--- src/rtl/fp_half_pkg.sv ---
// ---------------------------------------------------------------------------
// fp_half_pkg
//   Shared constants and types for the sequential half-precision divider.
//   - Field widths, bias and quotient length (QB = MAN_W + 3 quotient bits).
//   - The divider FSM state encoding.
//   - Result bundle used to register all outputs together.
// ---------------------------------------------------------------------------
package fp_half_pkg;

    localparam int EXP_W = 5;
    localparam int MAN_W = 10;
    localparam int BIAS  = 15;
    localparam int QB    = MAN_W + 3;
    // Signed working width for the result exponent (room for sign and carry).
    localparam int E_W   = EXP_W + 2;
    localparam int CNT_W = $clog2(QB + 1);

    localparam logic [EXP_W-1:0]        EXP_ALL_ONES = '1;
    localparam logic [MAN_W-1:0]        QNAN_MAN     = {1'b1, {(MAN_W-1){1'b0}}};
    localparam logic signed [E_W-1:0]   BIAS_E       = E_W'(BIAS);
    localparam logic signed [E_W-1:0]   E_MAX        = E_W'((1 << EXP_W) - 1);

    typedef enum logic [1:0] {
        IDLE,
        DIVIDE,
        NORM,
        DONE
    } fdiv_state_t;

    typedef struct packed {
        logic             sign;
        logic [EXP_W-1:0] exp;
        logic [MAN_W-1:0] man;
        logic             ovf;
        logic             unf;
        logic             dbz;
    } fdiv_result_t;

endpackage

--- src/rtl/fdiv_mant_core.sv ---
// ---------------------------------------------------------------------------
// fdiv_mant_core
//   Restoring mantissa divider, one quotient bit per step, MSB first.
//   Ports:
//     clk, rst_n   clock, async active-low reset
//     load         capture r = {1,m1}, d = {1,m2}; clear q and the bit counter
//     step         perform one restoring iteration
//     m1, m2       stored fractions of dividend / divisor
//     q            QB-bit quotient, q[QB-1] is the first bit produced
//     r_nonzero    partial remainder is non-zero (feeds sticky)
//     last_step    the current step produces the final quotient bit
// ---------------------------------------------------------------------------
module fdiv_mant_core
    import fp_half_pkg::*;
(
    input  logic             clk,
    input  logic             rst_n,
    input  logic             load,
    input  logic             step,
    input  logic [MAN_W-1:0] m1,
    input  logic [MAN_W-1:0] m2,
    output logic [QB-1:0]    q,
    output logic             r_nonzero,
    output logic             last_step
);

    // r carries one bit of headroom: it stays below 2*d, and d < 2^(MAN_W+1).
    logic [MAN_W+1:0] r_q;
    logic [MAN_W+1:0] r_next;
    logic [MAN_W:0]   d_q;
    logic [QB-1:0]    q_q;
    logic [CNT_W-1:0] cnt_q;
    logic             q_bit;

    // NOTE: every variable driven here is assigned on every path; a path that
    // leaves one unassigned would infer a latch.
    always_comb begin
        q_bit  = (r_q >= {1'b0, d_q});
        r_next = q_bit ? (r_q - {1'b0, d_q}) : r_q;
        r_next = r_next << 1;
    end

    // NOTE: the datapath registers are reset as well, so q and r_nonzero are
    // defined straight out of reset instead of carrying X into the top level.
    always_ff @(posedge clk or negedge rst_n) begin
        if (!rst_n) begin
            r_q   <= '0;
            d_q   <= '0;
            q_q   <= '0;
            cnt_q <= '0;
        end else if (load) begin
            // NOTE: non-blocking assignments here so every register samples
            // the pre-edge values; blocking would let later lines see updates.
            r_q   <= {1'b0, 1'b1, m1};
            d_q   <= {1'b1, m2};
            q_q   <= '0;
            cnt_q <= '0;
        end else if (step) begin
            q_q   <= {q_q[QB-2:0], q_bit};
            r_q   <= r_next;
            cnt_q <= cnt_q + CNT_W'(1);
        end
    end

    assign q         = q_q;
    assign r_nonzero = (r_q != '0);
    assign last_step = (cnt_q == CNT_W'(QB - 1));

endmodule

--- src/rtl/fdiv_half_precision_seq.sv ---
// ---------------------------------------------------------------------------
// fdiv_half_precision_seq
//   Sequential IEEE-754 half-precision divider (op1 / op2) on split fields.
//   Timeline after an accepted start: QB DIVIDE cycles, one NORM cycle that
//   writes the result registers, then one DONE cycle with done=1 (done in the
//   15th cycle). Zero operands skip straight to DONE in the next cycle.
//   Start is accepted in IDLE or DONE and ignored while busy.
//   Ports:
//     clk, rst_n                       clock, async active-low reset
//     start                            divide request
//     in_Sign_1/2, in_Exponent_1/2,
//     in_Mantissa_1/2                  dividend (1) and divisor (2) fields
//     busy                             high in DIVIDE and NORM
//     done                             one-cycle result-valid pulse
//     out_Sign, out_Exponent,
//     out_Mantissa                     registered result
//     Exponent_Overflow/Underflow      result exponent out of range
//     Div_By_Zero                      divisor exponent is zero
//   Configuration macro: FDIV_ROUND_EN (round-to-nearest-even; default
//   build truncates).
// ---------------------------------------------------------------------------
module fdiv_half_precision_seq
    import fp_half_pkg::*;
(
    input  logic             clk,
    input  logic             rst_n,
    input  logic             start,
    input  logic             in_Sign_1,
    input  logic             in_Sign_2,
    input  logic [EXP_W-1:0] in_Exponent_1,
    input  logic [EXP_W-1:0] in_Exponent_2,
    input  logic [MAN_W-1:0] in_Mantissa_1,
    input  logic [MAN_W-1:0] in_Mantissa_2,
    output logic             busy,
    output logic             done,
    output logic             out_Sign,
    output logic [EXP_W-1:0] out_Exponent,
    output logic [MAN_W-1:0] out_Mantissa,
    output logic             Exponent_Overflow,
    output logic             Exponent_Underflow,
    output logic             Div_By_Zero
);

    fdiv_state_t             state_q, state_d;
    logic                    accept, special_in;
    logic                    core_load, core_step, core_last, core_r_nonzero;
    logic [QB-1:0]           core_q;
    logic                    res_we;
    logic                    sign_q;
    logic [EXP_W-1:0]        exp1_q, exp2_q;
    fdiv_result_t            res_q, res_d, special_res, norm_res;

    logic signed [E_W-1:0]   e_diff, e_norm, e_fin;
    logic [MAN_W-1:0]        man_norm, man_fin;
    logic                    guard, sticky;

    // Exponent zero means the operand is zero; no denormals.
    assign special_in = (in_Exponent_1 == '0) || (in_Exponent_2 == '0);
    assign accept     = start && ((state_q == IDLE) || (state_q == DONE));

    // ---------------- FSM ----------------
    always_ff @(posedge clk or negedge rst_n) begin
        if (!rst_n) state_q <= IDLE;
        else        state_q <= state_d;
    end

    always_comb begin
        state_d   = state_q;
        busy      = 1'b0;
        done      = 1'b0;
        core_load = 1'b0;
        core_step = 1'b0;
        res_we    = 1'b0;
        case (state_q)
            IDLE, DONE: begin
                done = (state_q == DONE);
                if (accept) begin
                    if (special_in) begin
                        res_we  = 1'b1;
                        state_d = DONE;
                    end else begin
                        core_load = 1'b1;
                        state_d   = DIVIDE;
                    end
                end else begin
                    state_d = IDLE;
                end
            end
            DIVIDE: begin
                busy      = 1'b1;
                core_step = 1'b1;
                if (core_last) state_d = NORM;
            end
            NORM: begin
                busy    = 1'b1;
                res_we  = 1'b1;
                state_d = DONE;
            end
            default: state_d = IDLE;
        endcase
    end

    // Only sign and exponents are needed after the start edge; the mantissas
    // are captured by the core on the same edge.
    always_ff @(posedge clk or negedge rst_n) begin
        if (!rst_n) begin
            sign_q <= 1'b0;
            exp1_q <= '0;
            exp2_q <= '0;
        end else if (accept) begin
            sign_q <= in_Sign_1 ^ in_Sign_2;
            exp1_q <= in_Exponent_1;
            exp2_q <= in_Exponent_2;
        end
    end

    fdiv_mant_core u_core (
        .clk       (clk),
        .rst_n     (rst_n),
        .load      (core_load),
        .step      (core_step),
        .m1        (in_Mantissa_1),
        .m2        (in_Mantissa_2),
        .q         (core_q),
        .r_nonzero (core_r_nonzero),
        .last_step (core_last)
    );

    // ---------------- Normalise ----------------
    assign e_diff = $signed({2'b00, exp1_q}) - $signed({2'b00, exp2_q}) + BIAS_E;

    // Quotient of two [1,2) mantissas lies in (0.5, 2): either q[QB-1] is the
    // leading one, or q[QB-2] is and the exponent drops by one.
    always_comb begin
        if (core_q[QB-1]) begin
            man_norm = core_q[QB-2:2];
            guard    = core_q[1];
            sticky   = core_q[0] | core_r_nonzero;
            e_norm   = e_diff;
        end else begin
            man_norm = core_q[QB-3:1];
            guard    = core_q[0];
            sticky   = core_r_nonzero;
            e_norm   = e_diff - E_W'(1);
        end
    end

    // ---------------- Round ----------------
`ifdef FDIV_ROUND_EN
    logic [MAN_W:0] man_inc;

    always_comb begin
        man_inc = {1'b0, man_norm} + (MAN_W+1)'(1);
        man_fin = man_norm;
        e_fin   = e_norm;
        if (guard && (sticky || man_norm[0])) begin
            // A carry out of the fraction means 1.111..1 rounded to 10.0:
            // fraction wraps to zero and the exponent bumps.
            man_fin = man_inc[MAN_W-1:0];
            if (man_inc[MAN_W]) e_fin = e_norm + E_W'(1);
        end
    end
`else
    logic unused_round_bits;

    assign man_fin = man_norm;
    assign e_fin   = e_norm;
    // Truncation drops the rounding bits; keep them tied off explicitly.
    assign unused_round_bits = guard ^ sticky;
`endif

    // ---------------- Range check and result select ----------------
    always_comb begin
        norm_res      = '0;
        norm_res.sign = sign_q;
        if (e_fin >= E_MAX) begin
            norm_res.ovf = 1'b1;
            norm_res.exp = EXP_ALL_ONES;
        end else if (e_fin[E_W-1] || (e_fin == '0)) begin
            norm_res.unf = 1'b1;
        end else begin
            norm_res.exp = e_fin[EXP_W-1:0];
            norm_res.man = man_fin;
        end
    end

    always_comb begin
        special_res      = '0;
        special_res.sign = in_Sign_1 ^ in_Sign_2;
        if (in_Exponent_2 == '0) begin
            special_res.dbz = 1'b1;
            special_res.exp = EXP_ALL_ONES;
            special_res.man = (in_Exponent_1 == '0) ? QNAN_MAN : '0;
        end
    end

    assign res_d = (state_q == NORM) ? norm_res : special_res;

    always_ff @(posedge clk or negedge rst_n) begin
        if (!rst_n)      res_q <= '0;
        else if (res_we) res_q <= res_d;
    end

    assign out_Sign           = res_q.sign;
    assign out_Exponent       = res_q.exp;
    assign out_Mantissa       = res_q.man;
    assign Exponent_Overflow  = res_q.ovf;
    assign Exponent_Underflow = res_q.unf;
    assign Div_By_Zero        = res_q.dbz;

endmodule
--- config.mk ---
export PLATFORM = sky130hd
export DESIGN_NAME = fdiv_half_precision_seq
export DESIGN_NICKNAME = d
export VERILOG_FILES = /design/src/rtl/fp_half_pkg.sv /design/src/rtl/fdiv_mant_core.sv /design/src/rtl/fdiv_half_precision_seq.sv
export SDC_FILE = /design/constraint.sdc
export NUM_CORES = 1
export LEC_CHECK = 0
export CAP_MARGIN = 30
export CORE_MARGIN = 2
export CORE_UTILIZATION = 50
export DETAILED_ROUTE_END_ITERATION = 6
export PLACE_DENSITY = 0.85
export SYNTH_ARGS = -nofsm -noshare
export SYNTH_HDL_FRONTEND = slang
export SYNTH_SLANG_ARGS = --single-unit
export TNS_END_PERCENT = 5
--- constraint.sdc ---
create_clock -name clk -period 3.1 [get_ports clk]
set_clock_uncertainty 0.15 [all_clocks]
set_input_delay 0.31 -clock clk [delete_from_list [all_inputs] [get_ports clk]]
set_output_delay 0.31 -clock clk [all_outputs]
set_load 0.05 [all_outputs]
==> Word-level counts from Yosys, hierarchy flattened <==
Index checks and enable logic that the tools add are counted.
{ "totals": {"register_bits": 72, "input_bits": 35, "out_inout_bits": 21, "wordCells": 70} }
{ "classes": {"addsub": 5, "n_lt_le_gt_ge": 2, "n_eq_ne": 5, "n_mux": 32, "n_bitwise": 1, "n_reduce_logical": 11} }
{ "ops": {"columns": ["op", "n"], "rows": [
  ["$mux W10", 3],
  ["$mux W15", 2],
  ["$mux W13", 2],
  ["$mux W12", 2],
  ["$mux W19", 1],
  ["$ge A12 B11 Y1", 1],
  ["$mux W1", 12],
  ["$mux W11", 1],
  ["$sub A11 B11 Y11", 1],
  ["$logic_not A5 Y1", 2],
  ["$mux W4", 2],
  ["$add A6 B5 Y7 const B", 1],
  ["$ge A7 B6 Y1 const B", 1],
  ["$logic_not A7 Y1", 1],
  ["$mux W7", 1],
  ["$sub A7 B2 Y7 const B", 1],
  ["$mux W2", 3],
  ["$pmux W2 S3", 1],
  ["$sub A5 B5 Y6", 1],
  ["$mux W5", 1],
  ["$add A4 B1 Y4 const B", 1],
  ["$eq A2 B2 Y1 const B", 2],
  ["$eq A4 B4 Y1 const B", 1],
  ["$reduce_or A2 Y1", 2],
  ["other kinds (8)", 10]
]} }

==> Longest topological paths before layout <==
{ "depth": {"ltp_word": 9, "ltp_mapped": 15, "depth_no_buf": 14} }

==> Modules after synthesis <==
A second synthesis with hierarchy kept.
{ "hier_totals": {"cells_unflattened": 451, "area_unflattened_um2": 4430.5} }
{ "by_module_without_submodules": {"columns": ["mod", "n_inst", "cells_per_inst", "area_each_um2", "seq_area_each_um2"], "rows": [
  ["fdiv_mant_core", 1, 256, 2436.1, 1001.0],
  ["fdiv_half_precision_seq", 1, 195, 1994.4, 800.8]
]} }

==> Worst setup path after synthesis <==
OpenSTA, ideal clock, no wires.
{ "synth_path": {"path_kind": "register -> register", "from": "register exp1_q[0]", "to": "register res_q (netlist bit out_Mantissa[9])", "setup_ps": 86, "arrival_ps": 3039, "required_ps": 2864, "setup_slack_ps": -175, "path_stages_with_launch": 15, "path_cell_list": "dfrtp_1 -> inv_1 -> ha_1 -> inv_1 -> fa_1 -> inv_1 -> ha_1 -> xnor2_1 -> nand3_1 -> or3b_1 -> xnor3_2 -> o21ai_1 -> or3_1 -> buf_2 -> o221ai_2"} }
{ "synth_between": {"elab_chain_cells": 9, "word_cells_on_any_way": 10} }
{ "synth_rtl": {"columns": ["element", "line", "rtl"], "rows": [
  ["start, declared", "fdiv_half_precision_seq.sv:50", "logic [EXP_W-1:0] exp1_q, exp2_q;"],
  ["start signal, assigned", "fdiv_half_precision_seq.sv:112", "exp1_q <= in_Exponent_1;"],
  ["$sub A5 B5 Y6 (*)", "fdiv_half_precision_seq.sv:130", "assign e_diff = $signed({2'b00, exp1_q}) - $signed({2'b00, exp2_q}) + BIAS_E;"],
  ["$add A6 B5 Y7 (*)", "fdiv_half_precision_seq.sv:130", null],
  ["$sub A7 B2 Y7", "fdiv_half_precision_seq.sv:144", "e_norm = e_diff - E_W'(1);"],
  ["$mux W7 (*)", "fdiv_half_precision_seq.sv:135", "if (core_q[QB-1]) begin"],
  ["parallel branches: the longest is 3 deep, another holds $ge A7 B6 Y1", null, null],
  ["$mux W10 (*)", "fdiv_half_precision_seq.sv:176", "if (e_fin >= E_MAX) begin"],
  ["$mux W19 (*)", "fdiv_half_precision_seq.sv:197", "assign res_d = (state_q == NORM) ? norm_res : special_res;"],
  ["end signal, assigned", "fdiv_half_precision_seq.sv:201", "else if (res_we) res_q <= res_d;"],
  ["end, declared", "fdiv_half_precision_seq.sv:51", "fdiv_result_t res_q, res_d, special_res, norm_res;"]
]} }
Every way passes the cells marked *.
A chain may end at the register's enable or synchronous reset.

==> Worst setup path after layout <==
Same ends and word-level chain as after synthesis.

==> results.tsv <==
stage	metric	value	unit
detailed_routing	ant_nets	0	
die	start_util	50.7	%
cts	cts.clk_slew.worst_paths	0.08	ns
finish	area_growth	31.7	%
min_path	hold_path_startpoint	Exponent_Overflow	
worst_setup_path	arrival	3.39	ns
outcome	outcome	finished, violations left	
yosys	yosys.area_share.simple	14.3	%
global_route	grt_max_degree	44	
worst_setup_path	r2r-end	out_Mantissa[9]	
yosys	synth.avg_cell_area	9.86	um2
global_route	grt_pass1_vias	3512	
timing	fmax	306	MHz
worst_setup_path	ff2ff_path_depth	15	
timing	rsz0062_at_grt	yes	
timing	hold_ws	0.334	ns
cts	clock_latency	0.35	ns
detailed_routing	first_pass_iters	4	
worst_setup_path	cp.required	3.22	ns
detailed_routing	via_per_inst	5.61	
timing	maxSlewHeadroom	53.3	%
timing	tightestPinTransition	0.700	ns
detailed_routing	drtIter0Drc	184	
worst_setup_path	startpoint_type	flip-flop	
finish	drive_gt1_share	17.9	%
cts	root_buffer	clkbuf_8	
outcome	violations	negative setup slack	
place	dp_hpwl	6.81	mm
worst_setup_path	critical-path-slowest-cell	fa_2	
detailed_routing	vias	3441	
worst_setup_path	critical_path.cell_chain	inv_1, ha_2, inv_2, fa_2, inv_4, buf_6, ha_4, nand2b_4, a211oi_4, a21oi_2, mux2_4, xnor2_4, and3_4, or3_4, o221ai_2	
die	die-height	94.6	um
place	pre_cts_slack	-0.298	ns
yosys	synth_area_leaders	dfrtp_1, mux2i_1, ha_1	
global_route	grt_overflow_total	0	
worst_setup_path	cp_top_family	adder cells	
yosys	synth-xor-area-share	5.40	%
yosys	synthAdderAreaFrac	7.99	%
yosys	synth-compound-area-share	13.8	%
yosys	synthCells	416	
cts	numCtsBuffers	9	
place	io_buffers	55	
timing	worst_slack	-0.173	ns
yosys	syn_nets	476	
timing	hold_viol_final	0	
global_route	grt_use_met2	43.6	%
yosys	yosys.area.top_type	dfrtp_1	
yosys	yosys_warnings	0	
timing	slew_violations	0	
worst_setup_path	path_class	reg2reg	
global_route	grt-busiest-layer	met2	
flow_run	cap_viol_max_count	0	
yosys	yosys-top-cells-count	dfrtp_1, nand2_1, nor2_1, mux2i_1, inv_1	
yosys	ys_seq_area_share	43.9	%
cts	cts_buffer_depth	2	
min_path	holdPathStages	2	
detailed_routing	drc	0	
die	row_count	33	
yosys	ys.flop_type	dfrtp_1	
yosys	synth_top_family_by_area	simple AND/OR/NAND/NOR gates	
global_route	use_met3	4.95	%
global_route	antenna_found_initial	0	
yosys	synth-seq-cells	72	
yosys	synth_top_area_share	43.9	%
cts	htreeDepth	3	
worst_setup_path	cpPeakStageDelay	0.45	ns
timing	period_share	106	%
timing	fin_crit	3.27	ns
timing	setup_viol	16	
worst_setup_path	crit_buf_inv	4	
cts	cts_tree	done	
finish	nFillCells	625	
yosys	yosysUniqueCellTypes	52	
finish	n_antenna_cell	0	
worst_setup_path	end_kind	flip-flop	
detailed_routing	drt-wirelength-per-cell	16.0	um
detailed_routing	wirelength	9.78	mm
yosys	postSynth.asyncResetShare	100	%
global_route	grt_pass1_wl	16.4	mm
worst_setup_path	r2r_start	exp1_q[0]	
global_route	grtUsageTotal	23.7	%
yosys	netlist_area	4100	um2
global_route	use_met1	27.6	%
min_path	hold_end	Exponent_Overflow	
finish	nets	563	
place	globalplace.congestion	0.917	
die	die_w	94.6	um
worst_setup_path	path_max_fanout	5	
cts	cts.sink_count	72	
yosys	synth.most_common_cell	dfrtp_1	
die	io_pins	56	
die	dieArea	8950	um2
die	core_area	8090	um2
worst_setup_path	r2r_slack	-0.17	ns
yosys	synth-edff-count	0	
min_path	min_path_type	reg2reg	
yosys	synth.area.mux_share	10.4	%
[what timing repair did]
item	4_1_cts	5_1_grt
endpoints found under the setup margin	17	25
gates cloned	1	0
setup buffers	2	0
endpoints found under the hold margin	29	0
hold buffers	1	0
gates resized for setup	19	8
pin swaps	17	2
[final cells by class]
class                   instances  area, um2  area share (%)
multi-input cells             300       2300            42.6
flip-flops and latches         72       1800            33.3
repair buffers                 92        855            15.8
well taps                     105        131            2.43
clock buffers                   9        124            2.29
inverters                      28        108            1.99
clock inverters                 7       80.1            1.48
[logic make-up after synthesis]
kind of cell | count (synthesis)
AOI/OAI and AO/OA | 90
xor gates and xnor gates | 21
adders and majority gates | 25
buffers and inverters | 45
DFF | 72
muxes | 41
and+or+nand+nor | 122
[metal layers]
layer | wire (um) | vias to the layer above | part of all wire, %
met5 | 0 | - | 0
li1 | - | 1641 | -
met4 | 218 | 0 | 2.2
met2 | 5130 | 104 | 52
met1 | 4050 | 1674 | 41
met3 | 383 | 22 | 3.9
[worst max-delay path by stage]
stage               startpoint               to  slack (ns)  depth (start not counted)
floorplan            exp1_q[0]  out_Mantissa[9]       -0.14                         13
global placement     exp1_q[0]  out_Mantissa[9]       -0.20                         12
detailed placement   exp1_q[0]  out_Mantissa[9]       -0.30                         15
CTS                  exp1_q[0]  out_Mantissa[9]       -0.14                         15
global route         exp1_q[0]  out_Mantissa[9]       -0.29                         15
finish               exp1_q[0]  out_Mantissa[9]       -0.17                         15
[tightest hold or removal path, delay by kind of cell (launching register included)]
kind | cells | cell delay, ns
flip-flops | 1 | 0.34
AND/OR/NAND/NOR | 2 | 0.12
[through the flow]
| step | std cells | instance area [um2] | util (%) | TNS [ns] |
|---|---|---|---|---|
| floorplan | 416 | 4140 | - | -1.02 |
| global placement | 593 | 5030 | 62.2 | -1.58 |
| detailed placement | 593 | 5030 | 62.2 | -3.39 |
| CTS | 613 | 5370 | 66.4 | -1.00 |
| global route | 613 | 5400 | 66.8 | -3.87 |
| finish | 613 | 5400 | 66.8 | -1.68 |
[registers in the layout (all words and copies together) (netlist names)]
name                cells
out_Exponent            5
u_core.d_q             11
out_Mantissa           10
exp2_q                  5
u_core.q               13
Div_By_Zero             1
exp1_q                  5
Exponent_Underflow      1
sign_q                  1
out_Sign                1
u_core.r_q             12
Exponent_Overflow       1
state_q                 2
u_core.cnt_q            4
[placed cells by master, fill, tap and decap left out, types with 5 or more instances in the layout]
| cell | count |
|---|---|
| mux2i_1 | 29 |
| dfrtp_1 | 72 |
| nor2_1 | 34 |
| clkbuf_8 | 9 |
| xor2_1 | 8 |
| nor3_1 | 6 |
| buf_4 | 33 |
| nor3b_1 | 6 |
| nand2_1 | 37 |
| o21ai_1 | 7 |
| ha_1 | 20 |
| mux2_2 | 11 |
| a21o_1 | 5 |
| o21ai_0 | 21 |
| clkdlybuf4s50_1 | 54 |
| inv_1 | 26 |
| nor2b_1 | 6 |
| nand3_1 | 7 |
| or4_1 | 5 |
| a21oi_1 | 21 |
| xnor2_1 | 8 |
Power is not shown: default switching activity piles up to over one toggle a cycle in this logic, so the estimate is an artifact.
